[config.mk]
export PLATFORM = sky130hd
export DESIGN_NAME = lap_controller
export DESIGN_NICKNAME = d
export VERILOG_FILES = /design/src/rtl/lap_controller.sv
export SDC_FILE = /design/constraint.sdc
export NUM_CORES = 1
export LEC_CHECK = 0
export BUFFER_PORTS_ARGS = -buffer_cell sky130_fd_sc_hd__buf_2
export CAP_MARGIN = 0
export CORE_AREA = 8 8 87 167
export DETAILED_ROUTE_END_ITERATION = 8
export DIE_AREA = 0 0 95 175
export HOLD_SLACK_MARGIN = 0.05
export SLEW_MARGIN = 5
export SYNTH_ARGS = -nofsm -noshare
export SYNTH_HDL_FRONTEND = slang
export SYNTH_SLANG_ARGS = --single-unit
export TNS_END_PERCENT = 100
[constraint.sdc]
create_clock -name clk -period 4.39 [get_ports clk]
set_clock_uncertainty 0.1 [all_clocks]
set_input_delay 1.317 -clock clk [delete_from_list [all_inputs] [get_ports clk]]
set_output_delay 1.317 -clock clk [all_outputs]
set_load 0.01 [all_outputs]
[src/rtl/lap_controller.sv]
// Stopwatch lap controller: run/pause/recall FSM, lap register file and display mux.
// All outputs registered except count_en; the time counter is never wrapped past 9999.
module lap_controller #(
  parameter int LAP_DEPTH = 4
) (
  input  logic        clk,
  input  logic        rst,
  input  logic        start_pause,
  input  logic        clear,
  input  logic        lap,
  input  logic        recall,
  input  logic [15:0] time_in,
  output logic        count_en,
  output logic        count_clr,
  output logic [15:0] disp_time,
  output logic [2:0]  disp_lap,
  output logic [2:0]  lap_count,
  output logic        lap_full,
  output logic [1:0]  state
);

  typedef enum logic [1:0] {
    IDLE   = 2'b00,
    RUN    = 2'b01,
    PAUSE  = 2'b10,
    RECALL = 2'b11
  } state_t;

  localparam logic [15:0] SAT_TIME = 16'h9999;
  localparam logic [2:0]  DEPTH    = 3'(LAP_DEPTH);

  state_t      cur_state, nxt_state;
  logic [2:0]  nxt_disp;
  logic        store, drop;
  logic [15:0] rd_dat;
  logic [15:0] laps [LAP_DEPTH];

  assign state    = cur_state;
  assign count_en = (cur_state == RUN) && (time_in != SAT_TIME);

  always_comb begin
    nxt_state = cur_state;
    nxt_disp  = disp_lap;
    store     = 1'b0;
    drop      = 1'b0;
    if (clear) begin
      nxt_state = IDLE;
      nxt_disp  = 3'd0;
    end else begin
      case (cur_state)
        IDLE: if (start_pause) nxt_state = RUN;
        RUN: begin
          if (start_pause || time_in == SAT_TIME) nxt_state = PAUSE;
          if (lap) begin
            if (lap_count < DEPTH) store = 1'b1;
            else                   drop  = 1'b1;
          end
        end
        PAUSE: begin
          if (start_pause) begin
            nxt_state = RUN;
          end else if (recall && lap_count != 3'd0) begin
            nxt_state = RECALL;
            nxt_disp  = 3'd1;
          end
        end
        RECALL: begin
          // start_pause leaves recall but deliberately does not resume counting
          if (start_pause) begin
            nxt_state = PAUSE;
            nxt_disp  = 3'd0;
          end else if (recall) begin
            if (disp_lap < lap_count) begin
              nxt_disp = disp_lap + 3'd1;
            end else begin
              nxt_state = PAUSE;
              nxt_disp  = 3'd0;
            end
          end
        end
        default: nxt_state = IDLE;
      endcase
    end
  end

  // Display source follows the index being registered this edge; entry k lives at laps[k-1]
  always_comb begin
    rd_dat = time_in;
    for (int i = 0; i < LAP_DEPTH; i++) begin
      if (nxt_disp == 3'(i + 1)) rd_dat = laps[i];
    end
  end

  always_ff @(posedge clk or posedge rst) begin
    if (rst) begin
      cur_state <= IDLE;
      disp_lap  <= 3'd0;
      disp_time <= 16'h0000;
      count_clr <= 1'b0;
      lap_count <= 3'd0;
      lap_full  <= 1'b0;
      for (int i = 0; i < LAP_DEPTH; i++) laps[i] <= 16'h0000;
    end else begin
      cur_state <= nxt_state;
      disp_lap  <= nxt_disp;
      disp_time <= rd_dat;
      count_clr <= clear;
      if (clear) begin
        lap_count <= 3'd0;
        lap_full  <= 1'b0;
      end else begin
        if (store) lap_count <= lap_count + 3'd1;
        if (drop)  lap_full  <= 1'b1;
      end
      for (int i = 0; i < LAP_DEPTH; i++) begin
        if (store && lap_count == 3'(i)) laps[i] <= time_in;
      end
    end
  end

endmodule

# After elaboration in Yosys (flattened, before gate mapping)
# Cells that the tools add are included.
# op_classes
n_eq_ne,17
n_addsub,2
bitwise_logic,0
n_mul,0
div,0
muxes,32
order_cmp,2
reduce_logical,13
n_shift,0
# ops
op,count
two-way mux 16 bit,4
two-way mux 3 bit,8
equality test 16 bit (second input constant),1
two-way mux 2 bit,8
inequality test 16 bit (second input constant),1
equality test 3 x 2 -> 1 bit (second input constant),4
inequality test 4 bit (second input constant),3
two-way mux 1 bit,10
one-hot mux 2 bit (4 select lines),1
adder 3 x 1 -> 3 bit (second input constant),2
equality test 3 x 1 -> 1 bit (second input constant),2
logical AND 1 bit,6
one-hot mux 3 bit (2 select lines),1
AND reduction 5 bit,1
equality test 2 bit (second input constant),2
nonzero test 2 bit,2
equality test 3 bit (second input constant),1
logical NOT 3 bit,1
less-than comparator 3 bit,1
less-than comparator 3 bit (second input constant),1
inequality test 3 x 2 -> 1 bit (second input constant),1
inequality test 3 bit (second input constant),1
nonzero test 3 bit,1
equality test 2 x 1 -> 1 bit (second input constant),1
other kinds (2),2
# totals
input_bits,22
latch_bits,0
mem_bits_rw,0
elab_cells,76
output_inout_bits,27
rom_bits,0
mem_count,0
reg_bits,90

# Depth between registers and ports, before layout
# depth
depth_word,11
ltp_mapped,11
mapped_depth_nobuf,10

# Worst setup path before layout
# OpenSTA, ideal clock, no wires.
# synth_timing
path_type,input port to output port
from,input time_in[13]
to,output count_en
arrival_ns,2.276
required_ns,2.973
path_buffers,0
slack_ns,0.697
cell_stages,3
path_cell_list,or4b_2 > nor3_1 > nor3b_1
# synth_via
elab_chain_len,2
# synth_rtl
item,line_no,source
from (decl),12,"input logic [15:0] time_in,"
inequality test 16 bit,39,assign count_en = (cur_state == RUN) && (time_in != SAT_TIME);
logical AND 1 bit,39,
to (decl),13,"output logic count_en,"
# Every way passes these cells.

# Worst setup path after layout
# Ends and elaborated chain as after synthesis.

==> out/qor.csv <==
metric,value,unit
synth_cell_types,51,
layout_commonest_cell,dfrtp_1,
fin_crit_sh,0.927,
hold_viol_final,0,
layout.nets,419,
antenna_found_initial,1,
area_growth,16.6,%
muxShareOfSynthArea,0.214,
setup.worst_path.start_class,primary input,
clock_path_buffers,2,
crit_required,2.97,ns
cp_max_fo,6,
via_count,2826,
die_area,16600,sq um
synth_cells,338,
layout_common_cells,"90 x dfrtp_1, 61 x mux2_2, 48 x buf_2, 23 x nand2_1",
worstPathBufferInverterCount,3,
wl_met2,4780,microns
first_pass_iters,4,
crit_type,primary input to output pin,
worstSetupEndpointType,output pin,
clock_latency,0.34,ns
grt_max_degree,52,
rsz0062_at_grt,no,
core,12400,sq um
antennaDiodeCount,0,
grt_pass1_vias,2944,
dp_slack,0.325,ns
rrSetupSlack,1.49,ns
crit_top_cell,buf_2,
synth_top_family_by_area,multiplexers,
syn_area_per_cell,12.5,sq um
tns,0,ns
ys.warnings.count,0,
synthSimpleGateAreaFrac,0.107,
wl_met1,4530,microns
dp_hpwl,6530,microns
pin_count,49,
slew_headroom,0.523,
routed.top_layer,met5,
ys_seq_area_frac,0.532,
min_period,4.07,ns
cap_violations,0,
die_y,175,microns
synth_top_area_frac,0.532,
via_per_inst,5.19,
peakVddDrop,0.230,mV
place_area,4630,sq um
synth-xor-area-share,0.00591,
leakage,2.31,nW
die_w,95,microns
hold_depth,2,
wirelength,9890,microns
grt_pass1_wl,16000,microns
wire_per_inst,18.2,microns
met3_length,361,microns
cts-htree-levels,3,
clk_pin_slew_worst_paths,0.06,ns
cts_tree,done,
numCtsBuffers,9,
slowest_delay,0.67,ns
hold_class,flip-flop to flip-flop,
cp_top_family,simple AND/OR/NAND/NOR gates,
reg2reg_to,disp_time[3],
synthesis.area,4230,sq um
initial_core_util,0.341,
fin_util,0.398,
dr.first_iter.drc_count,143,
cts_resized,0,
worst_pin_slew,0.715,ns
arrival,2.65,ns
drcViolationCount,0,
synthAdderAreaFrac,0.0237,
p_per_area,398,nW/um^2
final_max_slew_viol_count,0,
hold_path_end,laps[57],
root_buffer,clkbuf_16,
hold_buffers,0,
postLayoutCellArea,4930,sq um
fmax,246,MHz
track_usage,0.126,
worst_slack,0.318,ns
r2r_cells,11,
status,completed,
synth_compound_area_frac,0.0860,
place.gp.congestion,0.768,
slowest_stage,or4b_2,
layout-drive-gt1-share,0.386,
io_buffers,48,
core.rowCount,58,
cp_cell_sequence,buf_2 > or4b_2 > nor3_1 > buf_4 > nor3b_1 > buf_2,
final.fill_count,1179,
r2r-start,lap_count[2],
ant_nets,0,
clock_sinks,90,
setup_violations,0,
grt_overflow,0,
syn_nets,368,
ys_ff_latch,90,
yosysTopAreaCell,dfrtp_1,
synthTopCellsByArea,"dfrtp_1 53%, mux2_2 16%, mux2i_1 5.2%, a2bb2oi_1 2.7%, nand3_1 2.6%",
post_cts_buffers,0,
hold_start,laps[57],
## layer usage
layer | vias to the layer above | track usage
met1 | 1412 | 0.163
met2 | 56 | 0.196
met5 | - | 0
met3 | 14 | 0.0202
li1 | 1342 | -
met4 | 2 | 0.0623
## logic make-up (layout without fill, tap and decap cells)
kind of cell               after synthesis  in the layout
DFF                                     90             90
and+or+nand+nor                         86             86
muxes                                   83             83
AOI/OAI and AO/OA                       45             45
buffers and inverters                   24             80
adders and majority gates                8              8
xor gates and xnor gates                 2              2
## report_power, final
part / switching (mW) / internal (mW) / total, mW
registers: 0.0439 / 0.918 / 0.962
logic: 0.0976 / 0.122 / 0.220
clock network: 0.327 / 0.457 / 0.784
## flip-flops by register name, summed over array words and instances (netlist names)
register and count:
count_clr 1, disp_lap 3, disp_time 16, lap_count 3, lap_full 1, laps 64
state 2
## worst max path at each step
stage                 to  cells after the start         from
6_report        count_en                      6  time_in[13]
3_3_place_gp    count_en                      6  time_in[13]
5_1_grt         count_en                      6  time_in[13]
2_1_floorplan  count_clr                      1          rst
3_5_place_dp    count_en                      6  time_in[13]
4_1_cts         count_en                      6  time_in[13]
## metrics by stage
| stage | cells | total power, mW | hold slack, ns |
|---|---|---|---|
| 4_1_cts | 544 | 1.99 | 0.387 |
| 3_3_place_gp | 528 | 1.19 | 0.360 |
| 5_1_grt | 544 | 2.06 | 0.411 |
| 6_report | 544 | 1.97 | 0.380 |
| 3_5_place_dp | 528 | 1.20 | 0.372 |
| 2_1_floorplan | 338 | 1.13 | 0.344 |
## tightest hold or removal path: cells and delay by family (launching register included)
kind            cells  cell delay [ns]
compound gates      1             0.06
flops               1             0.34
simple gates        1             0.05
## area by class of cell
class	count	area, sq um	area share
clock buffer	10	239	0.0484
tap	150	188	0.0380
sequential	90	2250	0.457
multi-input combinational	224	1850	0.375
clock inverter	6	65.1	0.0132
inverter	9	35.0	0.00710
timing repair buffer	55	305	0.0619
## cells in the mapped netlist, drive strengths merged
library cell	n
o211ai	2
a21oi	5
nor2b	2
nor3b	2
o31ai	1
and2	1
a2bb2oi	13
a221o	1
nor4	1
or4b	1
o221ai	7
dfrtp	90
mux2	61
clkbuf	3
o2bb2ai	1
ha	8
inv	9
nor2	15
o21ai	6
nand3b	1
nand2b	2
a311oi	1
a21o	1
nor4bb	1
nand4b	2
xnor2	2
nand3	22
and3	2
o21a	1
mux2i	22
buf	12
a31oi	4
a221oi	1
nor3	3
nand2	29
o22ai	1
nand4	2
No activity file was read; power rests on OpenSTA's default activity.
